## config.mk

```make
export PLATFORM = sky130hd
export DESIGN_NAME = tug_match_ctrl_flat
export DESIGN_NICKNAME = d
export VERILOG_FILES = /design/src/rtl/tug_pkg.sv /design/src/rtl/tug_match_ctrl_if.sv /design/src/rtl/pause_timer.sv /design/src/rtl/tug_match_ctrl.sv /design/src/flat_wrapper.sv
export SDC_FILE = /design/constraint.sdc
export NUM_CORES = 1
export LEC_CHECK = 0
export BUFFER_PORTS_ARGS = -buffer_cell sky130_fd_sc_hd__buf_2
export CAP_MARGIN = 5
export CORE_UTILIZATION = 40
export DETAILED_ROUTE_END_ITERATION = 16
export SKIP_CTS_REPAIR_TIMING = 1
export SLEW_MARGIN = 20
export SYNTH_ARGS = -nofsm -noshare
export SYNTH_HDL_FRONTEND = slang
export SYNTH_SLANG_ARGS = --single-unit
```

## constraint.sdc

```tcl
create_clock -name clk -period 3.1 [get_ports clk]
set_input_delay 0.465 -clock clk [delete_from_list [all_inputs] [get_ports clk]]
set_output_delay 0.465 -clock clk [all_outputs]
set_load 0.005 [all_outputs]
```

## src/rtl/tug_pkg.sv

```systemverilog
// Shared types and default constants for the tug-of-war match referee.
package tug_pkg;

  typedef enum logic [1:0] {PLAY, PAUSE, OVER} match_state_t;

  localparam int WIN_SCORE_D    = 7;
  localparam int PAUSE_CYCLES_D = 4;

endpackage

```

## src/rtl/tug_match_ctrl_if.sv

```systemverilog
// Key/light inputs and score/sequencing outputs of the match referee.
interface tug_match_ctrl_if #(
  parameter int SCORE_W = 3
);

  logic               L;
  logic               R;
  logic               ledr9;
  logic               ledr1;
  logic               field_reset;
  logic               point_l;
  logic               point_r;
  logic [SCORE_W-1:0] score_l;
  logic [SCORE_W-1:0] score_r;
  logic               win_l;
  logic               win_r;

  modport master (
    input  L, R, ledr9, ledr1,
    output field_reset, point_l, point_r, score_l, score_r, win_l, win_r
  );

  modport slave (
    output L, R, ledr9, ledr1,
    input  field_reset, point_l, point_r, score_l, score_r, win_l, win_r
  );

endinterface

```

## src/rtl/pause_timer.sv

```systemverilog
// Registered down-counter for the post-point pause; done marks the terminal cycle.
module pause_timer #(
  parameter int W = 3
) (
  input  logic         clk,
  input  logic         reset,
  input  logic         load,
  input  logic [W-1:0] load_val,
  output logic         busy,
  output logic         done
);

  logic [W-1:0] cnt_q;

  always_ff @(posedge clk) begin
    if (!reset) begin
      cnt_q <= '0;
      busy  <= 1'b0;
    end else if (load) begin
      cnt_q <= load_val;
      busy  <= 1'b1;
    end else if (busy) begin
      if (cnt_q == '0) begin
        busy <= 1'b0;
      end else begin
        cnt_q <= cnt_q - W'(1);
      end
    end
  end

  assign done = busy && (cnt_q == '0);

endmodule

```

## src/rtl/tug_match_ctrl.sv

```systemverilog
// Match referee: decodes hits, keeps scores, sequences play / pause / game-over.
module tug_match_ctrl
  import tug_pkg::*;
#(
  parameter int WIN_SCORE    = WIN_SCORE_D,
  parameter int SCORE_W      = 3,
  parameter int PAUSE_CYCLES = PAUSE_CYCLES_D,
  parameter int PCNT_W       = $clog2(PAUSE_CYCLES + 1)
) (
  input logic               clk,
  input logic               reset,
  tug_match_ctrl_if.master  bus
);

  localparam logic [SCORE_W-1:0] WIN_S      = SCORE_W'(WIN_SCORE);
  localparam logic [PCNT_W-1:0]  PAUSE_LOAD = PCNT_W'(PAUSE_CYCLES - 1);

  match_state_t       state_q, state_d;
  logic [SCORE_W-1:0] score_l_q, score_l_d;
  logic [SCORE_W-1:0] score_r_q, score_r_d;
  logic               point_l_q, point_l_d;
  logic               point_r_q, point_r_d;
  logic               win_l_q, win_l_d;
  logic               win_r_q, win_r_d;
  logic               fr_q, fr_d;

  logic               hit_l, hit_r;
  logic [SCORE_W-1:0] sc_inc;
  logic               tmr_load, tmr_busy, tmr_done;

  assign hit_l  = bus.ledr9 & bus.L;
  assign hit_r  = bus.ledr1 & bus.R;
  assign sc_inc = (hit_l ? score_l_q : score_r_q) + SCORE_W'(1);

  pause_timer #(
    .W(PCNT_W)
  ) u_pause_timer (
    .clk      (clk),
    .reset    (reset),
    .load     (tmr_load),
    .load_val (PAUSE_LOAD),
    .busy     (tmr_busy),
    .done     (tmr_done)
  );

  always_comb begin
    state_d   = state_q;
    score_l_d = score_l_q;
    score_r_d = score_r_q;
    point_l_d = 1'b0;
    point_r_d = 1'b0;
    win_l_d   = win_l_q;
    win_r_d   = win_r_q;
    fr_d      = fr_q;
    tmr_load  = 1'b0;

    case (state_q)
      PLAY: begin
        fr_d = 1'b0;
        // Simultaneous hits cancel: nobody scores and play continues.
        if (hit_l ^ hit_r) begin
          fr_d = 1'b1;
          if (hit_l) begin
            score_l_d = sc_inc;
            point_l_d = 1'b1;
          end else begin
            score_r_d = sc_inc;
            point_r_d = 1'b1;
          end
          if (sc_inc == WIN_S) begin
            state_d = OVER;
            win_l_d = hit_l;
            win_r_d = hit_r;
          end else begin
            state_d  = PAUSE;
            tmr_load = 1'b1;
          end
        end
      end

      PAUSE: begin
        fr_d = 1'b1;
        // An idle timer here can only mean it was lost; fall back to play.
        if (tmr_done || !tmr_busy) begin
          state_d = PLAY;
          fr_d    = 1'b0;
        end
      end

      OVER: begin
        fr_d = 1'b1;
      end

      default: begin
        state_d = PLAY;
        fr_d    = 1'b0;
      end
    endcase
  end

  always_ff @(posedge clk) begin
    if (!reset) begin
      state_q   <= PLAY;
      score_l_q <= '0;
      score_r_q <= '0;
      point_l_q <= 1'b0;
      point_r_q <= 1'b0;
      win_l_q   <= 1'b0;
      win_r_q   <= 1'b0;
      fr_q      <= 1'b0;
    end else begin
      state_q   <= state_d;
      score_l_q <= score_l_d;
      score_r_q <= score_r_d;
      point_l_q <= point_l_d;
      point_r_q <= point_r_d;
      win_l_q   <= win_l_d;
      win_r_q   <= win_r_d;
      fr_q      <= fr_d;
    end
  end

  assign bus.field_reset = fr_q;
  assign bus.point_l     = point_l_q;
  assign bus.point_r     = point_r_q;
  assign bus.score_l     = score_l_q;
  assign bus.score_r     = score_r_q;
  assign bus.win_l       = win_l_q;
  assign bus.win_r       = win_r_q;

endmodule
```

## src/flat_wrapper.sv

```systemverilog
// flat-port wrapper written by rule: the top's interface ports become plain ports
module tug_match_ctrl_flat import tug_pkg::*;
#(
  parameter int WIN_SCORE    = WIN_SCORE_D,
  parameter int SCORE_W      = 3,
  parameter int PAUSE_CYCLES = PAUSE_CYCLES_D,
  parameter int PCNT_W       = $clog2(PAUSE_CYCLES + 1)
)
  (clk, reset, bus_L, bus_R, bus_ledr9, bus_ledr1, bus_field_reset, bus_point_l, bus_point_r, bus_score_l, bus_score_r, bus_win_l, bus_win_r);
  tug_match_ctrl_if #(.SCORE_W(SCORE_W)) bus_i ();
  input logic clk;
  input logic reset;
  input wire logic [$bits(bus_i.L)-1:0] bus_L;
  input wire logic [$bits(bus_i.R)-1:0] bus_R;
  input wire logic [$bits(bus_i.ledr9)-1:0] bus_ledr9;
  input wire logic [$bits(bus_i.ledr1)-1:0] bus_ledr1;
  output wire logic [$bits(bus_i.field_reset)-1:0] bus_field_reset;
  output wire logic [$bits(bus_i.point_l)-1:0] bus_point_l;
  output wire logic [$bits(bus_i.point_r)-1:0] bus_point_r;
  output wire logic [$bits(bus_i.score_l)-1:0] bus_score_l;
  output wire logic [$bits(bus_i.score_r)-1:0] bus_score_r;
  output wire logic [$bits(bus_i.win_l)-1:0] bus_win_l;
  output wire logic [$bits(bus_i.win_r)-1:0] bus_win_r;
  assign bus_i.L = bus_L;
  assign bus_i.R = bus_R;
  assign bus_i.ledr9 = bus_ledr9;
  assign bus_i.ledr1 = bus_ledr1;
  assign bus_field_reset = bus_i.field_reset;
  assign bus_point_l = bus_i.point_l;
  assign bus_point_r = bus_i.point_r;
  assign bus_score_l = bus_i.score_l;
  assign bus_score_r = bus_i.score_r;
  assign bus_win_l = bus_i.win_l;
  assign bus_win_r = bus_i.win_r;
  tug_match_ctrl #(.WIN_SCORE(WIN_SCORE), .SCORE_W(SCORE_W), .PAUSE_CYCLES(PAUSE_CYCLES), .PCNT_W(PCNT_W)) u_core (.clk(clk), .reset(reset), .bus(bus_i));
endmodule
```

==> results.toml, run 1 <==
[critical_path]
start_kind = "input pin"
worst_setup_path_end_kind = "flip-flop"
cp_cell_sequence = "buf_2 > nand2_2 > mux2_2 > ha_1 > o2111ai_2 > o2111ai_2 > nor3b_2"
worstPathArrival_ps = 2010
crit_type = "input pin to flip-flop"
path_max_fanout = 10
max_stage_delay_ps = 370
cp_slowest_cell = "mux2_2"
path_common_cell = "o2111ai_2"
worstPathRequired_ps = 3270

[timing]
slew_viol_final = 0
final.min_clock_period_ps = 1836
timing.final.crit_share = 0.5924
holdWs_ps = 398.5
tightest_slew_ps = 493.0
tns_ps = 0
hold_viol = 0
finalClockSkew_ps = 1.244
rsz0062_at_grt = "false"
maxSlewHeadroom = 0.6710
setup_violations = 0
max_freq_ghz = 0.5446
final.setup.worst_slack_ps = 1264

[cts]
tritoncts = "yes"
cts_buffers = 3
clock-root-buffer = "clkbuf_4"
htreeDepth = 1
clk_pin_slew_ps = 100
clock_latency_ps = 290
clock_path_buffers = 2
numClockSinks = 17

[power_and_ir_drop]
ir_drop_mv = 0.2569
powerDensity_mw_per_mm2 = 471.1
p_leak_nw = 0.3974

[route]
vias = 641
initialDrtViolationCount = 23
routed_wl_mm = 1.555
ant_nets = 0
dr.pass1.iters = 4
wire_per_inst_um = 12.24
drc = 0
viasPerCell = 5.047

[placed_design]
portBuffers = 16
dpl.cell_count = 123
dp_hpwl_mm = 1.145
gp_congestion = 0.7047
place_ws_ps = 974.4

[finish]
multiInputGateArea_um2 = 445.4
mostFrequentLayoutCell = "dfxtp_1"
seqCellArea_um2 = 340.3
fillers = 192
diodes = 0
final_cell_mix = "dfxtp_1 (17), buf_2 (16), nor2_1 (8), a21oi_1 (8), xnor2_1 (6)"
drive_gt1_frac = 0.2941
final_nets = 112
finalNonFillerCells = 127
synthToLayoutAreaGrowth_pct = 15.85

[global_route]
gr-usage-all-layers = 0.1729
grt_pass1_vias = 607
use_met1 = 0.2394
antenna_found_initial = 0
globalRouteMet2Util = 0.2528
gr-total-overflow = 0
grt_pass1_wl_mm = 2.697
grt_max_degree = 16
gr-max-usage-layer = "met2"
gr-usage-met3 = 0.02308

[die]
rows = 15
die_y_um = 47.09
die-area_mm2 = 0.002217
core_area_mm2 = 0.001821
die_w_um = 47.09
start_util = 0.4467
io_pins = 17

[logic_synthesis]
yosys_warnings = 0
ys_ff_latch = 17
netlist_area_um2 = 813.3
syn-instance-count = 84
syn_avg_cell_area_um2 = 9.682
seq_area_frac_synth = 0.4185
syn_nets = 93
synth_cell_type_count = 34

[flow_run]
maxCapViolCount = 0

[hold_path]
worstHoldPathType = "input pin to flip-flop"

[status]
status = "completed"
## cell usage after synthesis (all sizes together)
cell,number,area share
dfxtp,17,0.42
nor2,9,0.045
a21oi,8,0.049
xnor2,6,0.065
inv,5,0.023
nand2,5,0.026
ha,3,0.046
nor3,3,0.018
a211oi,2,0.018
and2,2,0.018
and3b,2,0.022
mux2,2,0.028
o2111ai,2,0.037
o21ai,2,0.012
xor2,2,0.031
a2111oi,1,0.018
a211o,1,0.011
a21boi,1,0.0092
a311oi,1,0.011
a31oi,1,0.0077
and4b,1,0.012
buf,1,0.0061
clkbuf,1,0.0046
mux2i,1,0.012
nand3,1,0.0061
nor3b,1,0.015
o21a,1,0.0092
o21bai,1,0.0092
or3b,1,0.011
## sequential cells by signal, summed over array words and instances, names as in the netlist, 2 cells and up
signal                      flops
u_core.u_pause_timer.cnt_q      3
u_core.bus.score_l              3
u_core.state_q                  2
u_core.bus.score_r              3
## metrics by stage
stage,total power [mW],utilization,cell area [µm²]
after global routing,0.4701,0.5175,942.2
final,0.4439,0.5175,942.2
after CTS,0.4462,0.5175,942.2
after detailed placement,0.3285,0.5031,915.9
after global placement,0.3275,0.5031,915.9
after floorplan,0.3055,-,813.3
## power breakdown
group	total [mW]	internal (mW)	leakage, nW	switching, mW
logic	0.0803	0.0365	0.243	0.0439
registers	0.244	0.233	0.139	0.0106
clock network	0.120	0.0500	0.0150	0.0699
total	0.444	0.319	0.397	0.124
## area by class of cell
type | count | share of cell area
sequential | 17 | 0.3612
inverter | 5 | 0.01992
clock buffer | 4 | 0.02789
multi-input combinational | 60 | 0.4728
tap | 25 | 0.03320
timing repair buffer | 16 | 0.08499
## final timing paths
| check | depth (start not counted) | from | end | slack, ps |
|---|---|---|---|---|
| min reg2reg | 2 | u_core.bus.win_r | u_core.bus.win_r | 510 |
| max | 7 | bus_ledr9 | u_core.u_pause_timer.cnt_q[2] | 1260 |
| min | 2 | reset | u_core.bus.win_l | 400 |
| max reg2reg | 5 | u_core.bus.score_l[1] | u_core.u_pause_timer.cnt_q[2] | 1460 |
## worst max-delay path, delay by kind of cell
family          cells  cell delay, ps
buf+inv             1             110
compound gates      2             410
simple gates        2             390
fa+ha+maj           1             270
mux                 1             370
## cell families (layout without fill, tap and decap cells)
kind of cell	after synthesis	after routing	synth area share
adder cells (fa/ha/maj)	3	3	0.04616
multiplexers	3	3	0.04000
buffers and inverters	7	25	0.03384
AO/OA/AOI/OAI	21	21	0.1923
AND/OR/NAND/NOR	25	25	0.1739
flip-flops	17	17	0.4185
XOR/XNOR	8	8	0.09539
## per-layer routing
metal	vias up	wire, µm
met4	0	37
met3	5	54
met2	17	669
met1	290	794
li1	329	-
met5	-	0
(Power assumes the default switching activity.)
==> run 2, diff against run 1 <==
==> constraint.sdc (replaced) <==
create_clock -name clk -period 1.6 [get_ports clk]
set_input_delay 0.24 -clock clk [delete_from_list [all_inputs] [get_ports clk]]
set_output_delay 0.24 -clock clk [all_outputs]
set_load 0.005 [all_outputs]
==> run 2 against run 1 <==
Compared with the run above:
- cell count increased by 6.3%
- cell area grew 6.8%
- largest cell class unchanged
- non-clock buffer count rose by 8
- routed wire length down 6.8%
- via count is 5.0% higher
- die area did not move
- combinational power up 120%
- critical endpoint is now u_core.u_pause_timer.cnt_q[1]
- utilization increased by 3.5 points
==> results.toml, run 2 (synthesis results as in run 1) <==
[status]
status = "completed"

[critical_path]
path_max_fanout = 4
worst_setup_path_end_kind = "flip-flop"
worstPathArrival_ps = 1670
crit_type = "flip-flop to flip-flop"
setup.worst_path.start = "u_core.u_pause_timer.cnt_q[0]"
regToRegStartpoint = "u_core.u_pause_timer.cnt_q[0]"
worstPathRequired_ps = 1810
reg2regPathDepth = 6
start_kind = "flip-flop"

[timing]
final.setup.worst_slack_ps = 140.5
slew_viol_final = 0
max_freq_ghz = 0.6852
tightest_slew_ps = 497.7
finalClockSkew_ps = 2.735
maxSlewHeadroom = 0.6678
tns_ps = 0
timing.final.crit_share = 0.9122
rsz0062_at_grt = "false"
holdWs_ps = 185.2
setup_violations = 0
final.min_clock_period_ps = 1459
hold_viol = 0

[hold_path]
worstHoldPathType = "input pin to flip-flop"
holdPathStages = 2
worstHoldStart = "reset"

[route]
vias = 673
viasPerCell = 4.985
ant_nets = 0
routed_wl_mm = 1.449
initialDrtViolationCount = 3
dr.pass1.iters = 4
drc = 0
wire_per_inst_um = 10.73

[finish]
drive_gt1_frac = 0.3636
synthToLayoutAreaGrowth_pct = 23.69
finalNonFillerCells = 135
final_util = 0.5526
final_cell_mix = "buf_2 (16), dfxtp_1 (16), nor2_1 (8), a21oi_1 (8), buf_4 (8)"
diodes = 0
final_nets = 120

[global_route]
use_met1 = 0.2066
grt_max_degree = 16
antenna_found_initial = 0
gr-usage-met3 = 0.03462
gr-total-overflow = 0
grt_pass1_wl_mm = 2.449
globalRouteMet2Util = 0.2444
gr-usage-all-layers = 0.1562
gr-max-usage-layer = "met2"
grt_pass1_vias = 590

[cts]
htreeDepth = 1
clk_pin_slew_ps = 90
numClockSinks = 17
clock_latency_ps = 280
tritoncts = "yes"
cts_buffers = 3
clock_path_buffers = 2
clock-root-buffer = "clkbuf_4"

[power_and_ir_drop]
ir_drop_mv = 0.6544
p_leak_nw = 0.4352
powerDensity_mw_per_mm2 = 859.2

[die]
start_util = 0.4467
die_y_um = 47.09
die-area_mm2 = 0.002217
rows = 15
die_w_um = 47.09
core_area_mm2 = 0.001821
io_pins = 17

[placed_design]
dp_hpwl_mm = 1.120
gp_congestion = 0.7477
portBuffers = 16
dpl.cell_count = 131
place_ws_ps = -95.39

[flow_run]
maxCapViolCount = 0
[run 2: where the power goes]
part	switching, mW	internal, mW
Clock	0.124	0.0968
Sequential	0.0165	0.452
Combinational	0.0910	0.0841
[run 2: critical path, cell delays in order (launching register included)]
cell and delay [ps]:
dfxtp_1 310, inv_1 100, ha_1 180, inv_1 40, o21ai_1 270, mux2_2 380
a21oi_1 120
[run 2: area by class of cell]
class	instances	area, µm²
multi-input combinational	60	447.9
inverter	5	18.77
sequential	17	341.6
clock buffer	4	26.28
timing repair buffer	24	140.1
fill	178	814.5
tap	25	31.28
[run 2: through the flow]
step / power, mW / cell area [µm²]
floorplan: 0.5919 / 813.3
global placement: 0.6506 / 975.9
detailed placement: 0.6522 / 975.9
CTS: 0.8717 / 1002
global route: 0.9118 / 1006
finish: 0.8644 / 1006
[run 2: worst paths after layout]
check / slack, ps / endpoint
setup / recovery: 140 / u_core.u_pause_timer.cnt_q[1]
hold / removal: 190 / u_core.bus.win_l
hold reg to reg: 490 / u_core.bus.win_r
setup reg to reg: 140 / u_core.u_pause_timer.cnt_q[1]
[run 2: routing by layer]
layer  routed length (µm)  up-vias
met2                  675       12
met3                   46        2
met5                    0        -
met1                  708      312
li1                     -      347
met4                   18        0
==> run 3, diff against run 2 <==
--- a/config.mk
+++ b/config.mk
@@ -5,10 +5,11 @@
 export SDC_FILE = /design/constraint.sdc
 export NUM_CORES = 1
 export LEC_CHECK = 0
-export BUFFER_PORTS_ARGS = -buffer_cell sky130_fd_sc_hd__buf_2
+export BUFFER_PORTS_ARGS = -buffer_cell sky130_fd_sc_hd__buf_4
 export CAP_MARGIN = 5
 export CORE_UTILIZATION = 40
 export DETAILED_ROUTE_END_ITERATION = 16
+export PLACE_DENSITY = 0.72
 export SKIP_CTS_REPAIR_TIMING = 1
 export SLEW_MARGIN = 20
 export SYNTH_ARGS = -nofsm -noshare
==> constraint.sdc (replaced) <==
create_clock -name clk -period 1.4 [get_ports clk]
set_input_delay 0.21 -clock clk [delete_from_list [all_inputs] [get_ports clk]]
set_output_delay 0.21 -clock clk [all_outputs]
set_load 0.005 [all_outputs]
==> run 3 against run 2 <==
Compared with the run above:
- the flow now finishes with violations (setup timing)
- utilization up 8.4 points
- non-clock buffer count up 6
- register-to-register slack worse by 140 ps
- cell count up 4.4%
- routed wire length up 18%
- combinational power up 53%
- sequential power up 15%
- clock power up 21%
- via count up 3.6%
- flip-flop and latch count unchanged
- largest cell class unchanged
==> results.toml, run 3 (synthesis results as in run 1) <==
[finish]
fillers = 158
final_util = 0.6364
diodes = 0
synthToLayoutAreaGrowth_pct = 42.46
mostFrequentLayoutCell = "buf_4"
design_area_mm2 = 0.001159
final_nets = 126
drive_gt1_frac = 0.4483
final_cell_mix = "buf_4 (30), dfxtp_1 (16), nor2_1 (8)"

[hold_path]
worstHoldPathType = "input pin to flip-flop"
worstHoldStart = "reset"

[critical_path]
regToRegStartpoint = "u_core.bus.score_l[1]"
cp_cell_sequence = "mux2_4 > ha_4 > o2111ai_4 > o2111ai_4 > nor3b_2"
start_kind = "flip-flop"
path_max_fanout = 5
cp_slowest_cell = "dfxtp_1"
path_common_cell = "o2111ai_4"
reg2reg_slack_ps = -0.8
cp_top_family = "flip-flops"
max_stage_delay_ps = 320
crit_type = "flip-flop to flip-flop"
crit_buf_inv = 0
worst_setup_path_end_kind = "flip-flop"
worstPathRequired_ps = 1580
worstPathArrival_ps = 1580
setup.worst_path.start = "u_core.bus.score_l[1]"

[placed_design]
place_ws_ps = -185.3
gp_congestion = 0.7038
portBuffers = 16
dp_hpwl_mm = 1.346
place_area_mm2 = 0.001094

[global_route]
gr-usage-all-layers = 0.1840
grt_max_degree = 16
grt_pass1_wl_mm = 2.822
antenna_found_initial = 0
grt_pass1_vias = 684
gr-total-overflow = 0

[timing]
tightest_slew_ps = 521.9
rsz0062_at_grt = "true"
timing.final.crit_share = 1.001
max_freq_ghz = 0.7139
maxSlewHeadroom = 0.6517
setup_violations = 1
finalClockSkew_ps = 6.972
hold_viol = 0
final.min_clock_period_ps = 1401
slew_viol_final = 0
final.setup.worst_slack_ps = -0.8382

[power_and_ir_drop]
intPower_mw = 0.7667
powerDensity_mw_per_mm2 = 928.3
p_sw_frac = 0.2872
p_leak_nw = 0.4805
seq_power_share = 0.502
ir_drop_mv = 0.7054
p_comb_frac = 0.249
clkPwrFrac = 0.250
switchingPower_mw = 0.3089

[cts]
numClockSinks = 17
cts_buffers = 3
clk_pin_slew_ps = 100
tritoncts = "yes"
htreeDepth = 1
clock_path_buffers = 2
clock_latency_ps = 300
clock-root-buffer = "clkbuf_4"

[route]
drc = 0
wire_per_inst_um = 12.12
vias = 697
routed_wl_mm = 1.709
viasPerCell = 4.943
dr.pass1.iters = 3
initialDrtViolationCount = 3
ant_nets = 0

[status]
status = "finished with violations"
violations = "setup timing"

[die]
die_y_um = 47.09
die_w_um = 47.09
io_pins = 17
die-area_mm2 = 0.002217
start_util = 0.4467
core_area_mm2 = 0.001821
rows = 15

[flow_run]
maxCapViolCount = 0
[run 3: cell count changes in the layout (fill, tap and decap cells not counted), sizes merged]
| cell | change |
|---|---|
| clkinv | +1 |
| buf | +6 |
| clkbuf | -1 |
[run 3: per-layer routing]
layer  track usage  vias to the layer above  wire length (µm)
met5             0                        -                 0
met4       0.06857                        0                24
met3       0.03462                        3                44
met2        0.3250                       12               892
met1        0.2207                      321               748
li1              -                      361                 -
[run 3: worst paths after layout]
| check | to | depth (start not counted) |
|---|---|---|
| min reg2reg | u_core.bus.win_r | 2 |
| max | u_core.u_pause_timer.cnt_q[2] | 5 |
| max reg2reg | u_core.u_pause_timer.cnt_q[2] | 5 |
| min | u_core.bus.win_l | 2 |
[run 3: worst reg2reg max path, cell delays in order, from the launching register on]
cell and delay, ps:
dfxtp_1 320, mux2_4 280, ha_4 180, o2111ai_4 130, o2111ai_4 180, nor3b_2 190
[run 3: power by group through the flow]
| stage | logic [mW] | registers, mW | clock network (mW) |
|---|---|---|---|
| 2_1_floorplan | 0.139 | 0.548 | 0 |
| 3_3_place_gp | 0.243 | 0.545 | 0 |
| 3_5_place_dp | 0.254 | 0.546 | 0 |
| 4_1_cts | 0.254 | 0.535 | 0.276 |
| 5_1_grt | 0.301 | 0.544 | 0.297 |
| 6_report | 0.267 | 0.540 | 0.268 |
[run 3: metrics by stage]
| step | hold slack [ps] | cells | total power [mW] | setup TNS [ps] |
|---|---|---|---|---|
| final | 129.5 | 141 | 1.076 | -0.8382 |
| after floorplan | 327.5 | 84 | 0.6870 | 0 |
| after detailed placement | 434.6 | 137 | 0.7998 | -838.1 |
| after global routing | 125.0 | 141 | 1.141 | -165.3 |
| after CTS | 126.1 | 141 | 1.065 | -26.34 |
| after global placement | 427.8 | 137 | 0.7878 | -492.2 |
[run 3: final cells by class]
cell class | count | area (µm²) | share of cell area
Multi-Input combinational cell | 60 | 514.2 | 0.4438
Clock inverter | 1 | 5.005 | 0.004320
Sequential cell | 17 | 341.6 | 0.2948
Clock buffer | 3 | 22.52 | 0.01944
Timing Repair Buffer | 30 | 225.2 | 0.1944
Inverter | 5 | 18.77 | 0.01620
Tap cell | 25 | 31.28 | 0.02700
